$ cat src/rtl/simd_eu_arbiter.sv
// Round-robin arbiter sharing one SIMD execution unit between N_REQ requesters, with tag-based result routing.
// Optional SIMD_ARB_PERF_EN adds 32-bit issue and stall counters.
module simd_eu_arbiter #(
    parameter int unsigned N_REQ        = 2,
    parameter int unsigned XLEN         = 64,
    parameter int unsigned EU_CTL_LEN   = 4,
    parameter int unsigned EXCEPT_LEN   = 2,
    parameter int unsigned IDX_W        = 3,
    parameter int unsigned MAX_INFLIGHT = 4
) (
    input  logic                        clk_i,
    input  logic                        rst_n_i,
    input  logic                        flush_i,
    input  logic [N_REQ-1:0]            req_valid_i,
    output logic [N_REQ-1:0]            req_ready_o,
    input  logic [N_REQ*EU_CTL_LEN-1:0] req_ctl_i,
    input  logic [N_REQ*XLEN-1:0]       req_rs1_i,
    input  logic [N_REQ*XLEN-1:0]       req_rs2_i,
    input  logic [N_REQ*IDX_W-1:0]      req_idx_i,
    output logic                        eu_valid_o,
    input  logic                        eu_ready_i,
    output logic [EU_CTL_LEN-1:0]       eu_ctl_o,
    output logic [XLEN-1:0]             eu_rs1_o,
    output logic [XLEN-1:0]             eu_rs2_o,
    output logic [IDX_W-1:0]            eu_entry_idx_o,
    input  logic                        eu_valid_i,
    output logic                        eu_ready_o,
    input  logic [IDX_W-1:0]            eu_entry_idx_i,
    input  logic [XLEN-1:0]             eu_result_i,
    input  logic                        eu_except_raised_i,
    input  logic [EXCEPT_LEN-1:0]       eu_except_code_i,
    output logic [N_REQ-1:0]            rsp_valid_o,
    input  logic [N_REQ-1:0]            rsp_ready_i,
    output logic [IDX_W-1:0]           rsp_idx_o,
    output logic [XLEN-1:0]             rsp_result_o,
    output logic                        rsp_except_raised_o,
    output logic [EXCEPT_LEN-1:0]       rsp_except_code_o
`ifdef SIMD_ARB_PERF_EN
    ,
    output logic [31:0]                 perf_issue_cnt_o,
    output logic [31:0]                 perf_stall_cnt_o
`endif
);

    localparam int unsigned TAG_W = $clog2(MAX_INFLIGHT);
    localparam int unsigned OW    = (N_REQ > 1) ? $clog2(N_REQ) : 1;

    logic [MAX_INFLIGHT-1:0] busy;
    logic [OW-1:0]           owner   [MAX_INFLIGHT];
    logic [IDX_W-1:0]        idx_tbl [MAX_INFLIGHT];
    logic [OW-1:0]           rr_ptr;

    logic [OW-1:0]    win;
    logic [OW-1:0]    cand;
    logic             win_found;
    logic [TAG_W-1:0] free_tag;
    logic             free_found;
    logic             grant;
    logic             slot_free;
    logic             rsp_take;
    logic             res_accept;
    logic [TAG_W-1:0] rtag;
    logic             unused_idx;

    // Winner search from rr_ptr upward with wrap; lowest free tag.
    always_comb begin
        win        = '0;
        cand       = '0;
        win_found  = 1'b0;
        free_tag   = '0;
        free_found = 1'b0;
        for (int i = 0; i < int'(N_REQ); i++) begin
            cand = OW'((int'(rr_ptr) + i) % int'(N_REQ));
            if (!win_found && req_valid_i[cand]) begin
                win       = cand;
                win_found = 1'b1;
            end
        end
        for (int t = int'(MAX_INFLIGHT) - 1; t >= 0; t--) begin
            if (!busy[t]) begin
                free_tag   = TAG_W'(t);
                free_found = 1'b1;
            end
        end
    end

    assign slot_free  = !eu_valid_o || eu_ready_i;
    assign grant      = rst_n_i && !flush_i && slot_free && free_found && win_found;
    assign rsp_take   = |(rsp_valid_o & rsp_ready_i);
    assign eu_ready_o = rst_n_i && (flush_i || !(|rsp_valid_o) || rsp_take);
    assign res_accept = eu_valid_i && eu_ready_o;
    assign rtag       = eu_entry_idx_i[TAG_W-1:0];
    assign unused_idx = ^eu_entry_idx_i;

    always_comb begin
        req_ready_o = '0;
        for (int r = 0; r < int'(N_REQ); r++) begin
            req_ready_o[r] = grant && (int'(win) == r);
        end
    end

    // Issue slot, tag table and response register; flush mirrors reset.
    always_ff @(posedge clk_i or negedge rst_n_i) begin
        if (!rst_n_i) begin
            busy                <= '0;
            rr_ptr              <= '0;
            eu_valid_o          <= 1'b0;
            eu_ctl_o            <= '0;
            eu_rs1_o            <= '0;
            eu_rs2_o            <= '0;
            eu_entry_idx_o      <= '0;
            rsp_valid_o         <= '0;
            rsp_idx_o           <= '0;
            rsp_result_o        <= '0;
            rsp_except_raised_o <= 1'b0;
            rsp_except_code_o   <= '0;
            for (int t = 0; t < int'(MAX_INFLIGHT); t++) begin
                owner[t]   <= '0;
                idx_tbl[t] <= '0;
            end
        end else if (flush_i) begin
            busy                <= '0;
            rr_ptr              <= '0;
            eu_valid_o          <= 1'b0;
            eu_ctl_o            <= '0;
            eu_rs1_o            <= '0;
            eu_rs2_o            <= '0;
            eu_entry_idx_o      <= '0;
            rsp_valid_o         <= '0;
            rsp_idx_o           <= '0;
            rsp_result_o        <= '0;
            rsp_except_raised_o <= 1'b0;
            rsp_except_code_o   <= '0;
            for (int t = 0; t < int'(MAX_INFLIGHT); t++) begin
                owner[t]   <= '0;
                idx_tbl[t] <= '0;
            end
        end else begin
            if (grant) begin
                eu_valid_o        <= 1'b1;
                eu_ctl_o          <= req_ctl_i[int'(win)*int'(EU_CTL_LEN) +: EU_CTL_LEN];
                eu_rs1_o          <= req_rs1_i[int'(win)*int'(XLEN) +: XLEN];
                eu_rs2_o          <= req_rs2_i[int'(win)*int'(XLEN) +: XLEN];
                eu_entry_idx_o    <= IDX_W'(free_tag);
                busy[free_tag]    <= 1'b1;
                owner[free_tag]   <= win;
                idx_tbl[free_tag] <= req_idx_i[int'(win)*int'(IDX_W) +: IDX_W];
                rr_ptr            <= (int'(win) == int'(N_REQ) - 1) ? '0 : win + OW'(1);
            end else if (eu_valid_o && eu_ready_i) begin
                eu_valid_o <= 1'b0;
            end

            // Stale tags (busy clear) are consumed without producing a response.
            if (res_accept && busy[rtag]) begin
                rsp_valid_o         <= N_REQ'(1) << owner[rtag];
                rsp_idx_o           <= idx_tbl[rtag];
                rsp_result_o        <= eu_result_i;
                rsp_except_raised_o <= eu_except_raised_i;
                rsp_except_code_o   <= eu_except_code_i;
                busy[rtag]          <= 1'b0;
            end else if (rsp_take) begin
                rsp_valid_o <= '0;
            end
        end
    end

`ifdef SIMD_ARB_PERF_EN
    // Counters survive flush; only reset clears them.
    always_ff @(posedge clk_i or negedge rst_n_i) begin
        if (!rst_n_i) begin
            perf_issue_cnt_o <= '0;
            perf_stall_cnt_o <= '0;
        end else begin
            if (eu_valid_o && eu_ready_i) begin
                perf_issue_cnt_o <= perf_issue_cnt_o + 32'd1;
            end
            if ((|req_valid_i) && !grant) begin
                perf_stall_cnt_o <= perf_stall_cnt_o + 32'd1;
            end
        end
    end
`endif

endmodule
$ cat config.mk
export PLATFORM = sky130hd
export DESIGN_NAME = simd_eu_arbiter
export DESIGN_NICKNAME = d
export VERILOG_FILES = /design/src/rtl/simd_eu_arbiter.sv
export SDC_FILE = /design/constraint.sdc
export NUM_CORES = 1
export LEC_CHECK = 0
export CAP_MARGIN = 20
export CORE_AREA = 3 3 219 221
export DETAILED_ROUTE_END_ITERATION = 10
export DIE_AREA = 0 0 222 224
export HOLD_SLACK_MARGIN = 0.05
export SLEW_MARGIN = 25
export SYNTH_ARGS = -nofsm -noshare
export SYNTH_HDL_FRONTEND = slang
export SYNTH_SLANG_ARGS = --single-unit
$ cat constraint.sdc
create_clock -name clk_i -period 2.3 [get_ports clk_i]
set_input_delay 0.46 -clock clk_i [delete_from_list [all_inputs] [get_ports clk_i]]
set_output_delay 0.46 -clock clk_i [all_outputs]
set_load 0.05 [all_outputs]
==> impl_metrics.env, run 1 <==
export IMPL_status="complete, no violations"
export IMPL_clock_fmax_ghz=0.447
export IMPL_synth_top_family_by_area="compound AO/OA/AOI/OAI gates"
export IMPL_final_util_pct=37.8
export IMPL_grt_remaining_overflow=0
export IMPL_ios=560
export IMPL_cp_cell_sequence="clkdlybuf4s50_1"
export IMPL_syn_inst=880
export IMPL_powerDensity_nw_per_um2=633
export IMPL_firstDrtPassIters=4
export IMPL_finalHoldViolCount=0
export IMPL_syn_nets=1229
export IMPL_gp_congestion=0.810
export IMPL_ys_seq_area_share_pct=57.3
export IMPL_core_area_um2=46400
export IMPL_critPathLaunchType="register"
export IMPL_setup_violations=0
export IMPL_crit_arrival_ns=1.78
export IMPL_die_area_um2=49700
export IMPL_fin_crit_ns=2.24
export IMPL_timing_final_crit_share_pct=97.3
export IMPL_synthToLayoutAreaGrowth_pct=76.2
export IMPL_cts_sinks=228
export IMPL_ys_warn_count=0
export IMPL_wirelength_um=41400
export IMPL_critical_path_top_delay_family="buffers and inverters"
export IMPL_cp_end_kind="primary output"
export IMPL_worst_path_buf_inv=1
export IMPL_synth_edff_count=0
export IMPL_clock_latency_ns=0.54
export IMPL_synth_xor_xnor_area_share_pct=0
export IMPL_path_class="register to primary output"
export IMPL_nets=1813
export IMPL_cpMaxStageDelayCell="clkdlybuf4s50_1"
export IMPL_htreeDepth=1
export IMPL_num_rows=79
export IMPL_clock_path_buffers=3
export IMPL_fin_skew_ns=0.0196
export IMPL_slew_violations=0
export IMPL_p_leak_uw=0.00730
export IMPL_hold_path_class="input port to asynchronous set/reset pin"
export IMPL_cts_tree="done"
export IMPL_cts_root_buf="clkbuf_16"
export IMPL_ant_nets=0
export IMPL_maxCapViolCount=0
export IMPL_drc=0
export IMPL_yosys_area_share_adder_pct=0
export IMPL_worst_pin_slew_ns=0.955
export IMPL_synth_simple_area_share_pct=16.7
export IMPL_grt_max_degree=150
export IMPL_drt_iter0_drc=495
export IMPL_hold_worst_slack_ns=0.151
export IMPL_drt_wirelength_per_cell_um=19.8
export IMPL_portBuffers=557
export IMPL_syn_area_um2=9960
export IMPL_fin_cells=2087
export IMPL_die_y_um=224
export IMPL_rsz0062_at_grt="yes"
export IMPL_ys_ff_latch=228
export IMPL_synth_compound_area_share_pct=19.5
export IMPL_synth_mux_area_share_pct=2.34
export IMPL_num_vias=9555
export IMPL_grt_usage_pct=15.5
export IMPL_dp_cells=2026
export IMPL_slew_headroom_pct=36.3
export IMPL_synthFlopType="dfrtp_1"
export IMPL_grt_pass1_vias=9799
export IMPL_avgSynthCellArea_um2=11.3
export IMPL_grt_antenna_before_repair=6
export IMPL_slowest_delay_ns=0.86
export IMPL_vias_per_cell=4.58
export IMPL_ys_async_sr_fraction_pct=100
export IMPL_numCtsBuffers=27
export IMPL_path_clk_slew_ns=0.06
export IMPL_start_util_pct=21.5
export IMPL_ir_worst_vdd_v=0.000500
export IMPL_dp_hpwl_um=30400
export IMPL_ys_types=48
export IMPL_layout_drive_gt1_share_pct=9.33
export IMPL_die_x_um=222
export IMPL_nFillCells=4649
export IMPL_critPathMaxFanout=4
export IMPL_worstPathRequired_ns=1.84
export IMPL_grt_pass1_wl_um=60700
cells in the final DEF, fill, tap and decap left out, types with 8 or more instances in the layout:
master,count
mux2_2,8
buf_4,52
nor2b_1,9
and2_0,93
and2_1,39
a21oi_1,76
clkdlybuf4s50_1,546
nand2_1,143
a221o_1,133
dfrtp_1,227
buf_12,19
nor2_1,8
clkbuf_16,28
repair_timing:
item,4_1_cts,5_1_grt
gates resized for setup,9,2
gates cloned,0,2
setup buffers,9,4
setup endpoints to repair,3,87
pin swaps,5,2
hold buffers,2,0
hold endpoints to repair,14,0
state kept, by name, indices dropped and copies added, names as in the netlist, 3 cells and up:
name / flops
idx_tbl: 12
eu_ctl_o: 4
eu_rs1_o: 64
eu_rs2_o: 64
rsp_result_o: 64
owner: 4
rsp_idx_o: 3
busy: 4
through the flow:
step	setup WS (ns)	area [µm²]	power [µW]	setup TNS [ns]
floorplan	0.214	9960	5690	0
global placement	-0.195	16600	7110	-16.12
detailed placement	-0.209	16600	7130	-21.49
CTS	-0.0176	17500	11200	-0.0176
global route	-0.0284	17500	11600	-0.0284
finish	0.0625	17500	11100	0
final cells by class:
cell class	instances	area, µm²	area share, %
diodes	1	2.50	0.0143
clock buffers	40	785	4.47
clock inverters	4	26.3	0.150
inverters	6	22.5	0.128
multi-input cells	573	3870	22.1
flip-flops and latches	228	5710	32.5
well taps	607	759	4.33
repair buffers	628	6370	36.3
kinds of logic (layout without fill, tap and decap cells):
family          Yosys count  after routing
other cells               1              2
simple gates            320            320
compound gates          236            236
flops                   228            228
buf+inv                  79            678
mux                      16             16
path summary, 6_finish.rpt:
check	cells after the start	from	slack [ns]	to
setup / recovery	1	rsp_valid_o[0]	0.06	rsp_valid_o[0]
hold / removal	2	rst_n_i	0.15	owner[1]
setup reg to reg	11	busy[2]	0.14	eu_rs2_o[5]
hold reg to reg	1	eu_entry_idx_o[0]	0.50	eu_entry_idx_o[0]
max in group asynchronous	3	rst_n_i	1.30	rsp_result_o[11]
min in group clk_i	2	flush_i	0.17	owner[3]
where the power goes:
part           internal, µW  switching, µW
clock                  2330           1690
combinational          1240           1470
sequential             4240            131
total                  7810           3300
synthesized netlist by cell type, types with 2 or more instances:
library cell / instances / area share (%)
inv_1: 6 / 0.23
nor2b_1: 10 / 0.63
a221o_1: 133 / 13
nand3b_1: 2 / 0.15
and2_1: 39 / 2.5
o21ai_0: 6 / 0.30
mux2i_1: 3 / 0.30
clkbuf_1: 30 / 1.1
nand4_1: 2 / 0.13
nand2b_1: 3 / 0.19
and2_0: 93 / 5.8
a21oi_1: 76 / 3.8
nor3b_1: 6 / 0.45
buf_6: 7 / 0.79
and4_1: 2 / 0.18
nand3_1: 2 / 0.10
buf_2: 30 / 1.5
mux4_2: 5 / 1.1
o211ai_1: 3 / 0.23
nor4_2: 2 / 0.25
a21o_1: 7 / 0.53
mux2_2: 8 / 0.90
nand2_1: 143 / 5.4
buf_4: 4 / 0.30
dfrtp_1: 228 / 57
nor2_1: 8 / 0.30
per-layer routing:
layer  track usage [%]  vias up  part of all wire [%]
li1                  -     4346                     -
met1              19.5     4746                    41
met2              26.7      417                    49
met3              4.44       42                   7.8
met4              2.99        4                   1.4
met5                 0        -                 0.065
Power figures use the tool's default switching activity.
==> inputs of run 2 (changes only) <==
--- a/config.mk
+++ b/config.mk
@@ -14,3 +14,4 @@
 export SYNTH_ARGS = -nofsm -noshare
 export SYNTH_HDL_FRONTEND = slang
 export SYNTH_SLANG_ARGS = --single-unit
+export TNS_END_PERCENT = 5
==> run 2 against run 1 <==
Effect of this change:
- critical path depth is 5 higher
- via count is 0.98% lower
- register-to-register slack better by 0.15 ns
- clock skew hardly changed
- die area stayed put
- count of clock-buffer cells in the layout stayed put
- clock power hardly changed
- combinational power hardly changed
- sequential power hardly changed
- wire length is 1.7% lower
- first-iteration DRC count is 11% lower
- worst setup slack worse by 0.011 ns
- critical endpoint is now req_ready_o[1]
==> impl_metrics.env, run 2 (same netlist as run 1, synthesis figures left out) <==
export IMPL_cts_root_buf="clkbuf_16"
export IMPL_ir_worst_vdd_v=0.000499
export IMPL_cts_tree="done"
export IMPL_start_util_pct=21.5
export IMPL_hold_path_class="input port to asynchronous set/reset pin"
export IMPL_slew_violations=0
export IMPL_worst_pin_slew_ns=0.930
export IMPL_grt_pass1_vias=9771
export IMPL_grt_remaining_overflow=0
export IMPL_maxCapViolCount=0
export IMPL_core_area_um2=46400
export IMPL_path_clk_slew_ns=0.06
export IMPL_clock_path_buffers=3
export IMPL_synthToLayoutAreaGrowth_pct=75.5
export IMPL_ios=560
export IMPL_num_rows=79
export IMPL_layout_drive_gt1_share_pct=8.84
export IMPL_critPathLaunchType="register"
export IMPL_slew_headroom_pct=38.0
export IMPL_dp_cells=2026
export IMPL_drt_wirelength_per_cell_um=19.6
export IMPL_top_regs="eu_rs1_o: 64 flops, eu_rs2_o: 64 flops, rsp_result_o: 64 flops"
export IMPL_clock_fmax_ghz=0.445
export IMPL_nets=1805
export IMPL_gp_congestion=0.810
export IMPL_setup_tns_ns=0
export IMPL_grt_max_degree=150
export IMPL_clock_latency_ns=0.54
export IMPL_portBuffers=557
export IMPL_fin_skew_ns=0.0201
export IMPL_drc=0
export IMPL_ant_nets=0
export IMPL_fin_cells=2079
export IMPL_die_x_um=222
export IMPL_fin_crit_ns=2.25
export IMPL_finalHoldViolCount=0
export IMPL_timing_final_crit_share_pct=97.8
export IMPL_grt_antenna_before_repair=5
export IMPL_cts_sinks=228
export IMPL_rsz0062_at_grt="yes"
export IMPL_status="complete, no violations"
export IMPL_nFillCells=4652
export IMPL_htreeDepth=1
export IMPL_worstPathRequired_ns=1.84
export IMPL_final_cell_mix="clkdlybuf4s50_1 (546), dfrtp_1 (227), nand2_1 (143)"
export IMPL_grt_pass1_wl_um=60700
export IMPL_final_common_cell="clkdlybuf4s50_1"
export IMPL_powerDensity_nw_per_um2=634
export IMPL_p_leak_uw=0.00725
export IMPL_rrSetupSlack_ns=0.29
export IMPL_firstDrtPassIters=4
export IMPL_die_y_um=224
export IMPL_numCtsBuffers=27
export IMPL_dp_hpwl_um=30400
export IMPL_setup_violations=0
export IMPL_critPathMaxFanout=2
export IMPL_cp_end_kind="primary output"
export IMPL_wirelength_um=40700
export IMPL_crit_arrival_ns=1.79
export IMPL_drt_iter0_drc=440
export IMPL_vias_per_cell=4.55
export IMPL_grt_usage_pct=15.5
export IMPL_num_vias=9461
export IMPL_path_class="register to primary output"
export IMPL_die_area_um2=49700
[run 2: changes by cell type in the layout (fill, tap and decap cells not counted), sizes merged]
cell,delta
clkbuf,-1
buf,-7
[run 2: power by group]
group	total [µW]	internal (µW)	switching [µW]
sequential	4380	4240	132
combinational	2690	1230	1460
clock	4010	2330	1680
[run 2: through the flow]
stage	util [%]	power [µW]	setup slack, ns	cell area (µm²)	hold slack, ns
CTS	37.7	11200	-0.0176	17500	0.115
finish	37.7	11100	0.0513	17500	0.150
detailed placement	35.8	7130	-0.209	16600	0.262
global placement	35.8	7110	-0.195	16600	0.261
floorplan	-	5690	0.214	9960	0.164
global route	37.7	11500	-0.0308	17500	0.140
[run 2: routing by layer]
layer / wire [µm] / share of wire (%) / global-route usage (%)
met4: 588 / 1.4 / 2.99
met5: 27 / 0.066 / 0
met3: 3150 / 7.7 / 4.44
met2: 20100 / 49 / 26.6
met1: 16800 / 41 / 19.5
[run 2: final timing paths]
kind | from | end | depth (start not counted)
worst max-delay path | busy[0] | req_ready_o[1] | 6
worst min-delay path | rst_n_i | owner[3] | 2
worst max register to register | busy[0] | rsp_result_o[28] | 7
worst min register to register | eu_entry_idx_o[0] | eu_entry_idx_o[0] | 1
max in group asynchronous | rst_n_i | rsp_result_o[11] | 3
min in group clk_i | flush_i | owner[1] | 2
[run 2: final cells by class]
type                    count  area, µm²  area share (%)
multi-input cells         573       3870            22.2
clock inverters             4       26.3           0.150
flip-flops and latches    228       5710            32.7
well taps                 607        759            4.35
repair buffers            620       6300            36.1
diodes                      1       2.50          0.0143
inverters                   6       22.5           0.129
clock buffers              40        785            4.49
[run 2: worst max-delay path: stages (launching register included)]
cell     delay [ns]
dfrtp_1        0.39
buf_6          0.12
and4_4         0.19
nor4_4         0.12
buf_4          0.17
buf_12         0.11
buf_12         0.13
[run 2: timing repair]
| item | 4_1_cts | 5_1_grt |
|---|---|---|
| hold buffers | 2 | 0 |
| endpoints found under the setup margin | 3 | 4 |
| endpoints found under the hold margin | 14 | 0 |
| pin swaps | 5 | 1 |
| buffers inserted | 5 | 1 |
| resized for setup | 9 | 2 |
| gates cloned | 0 | 0 |
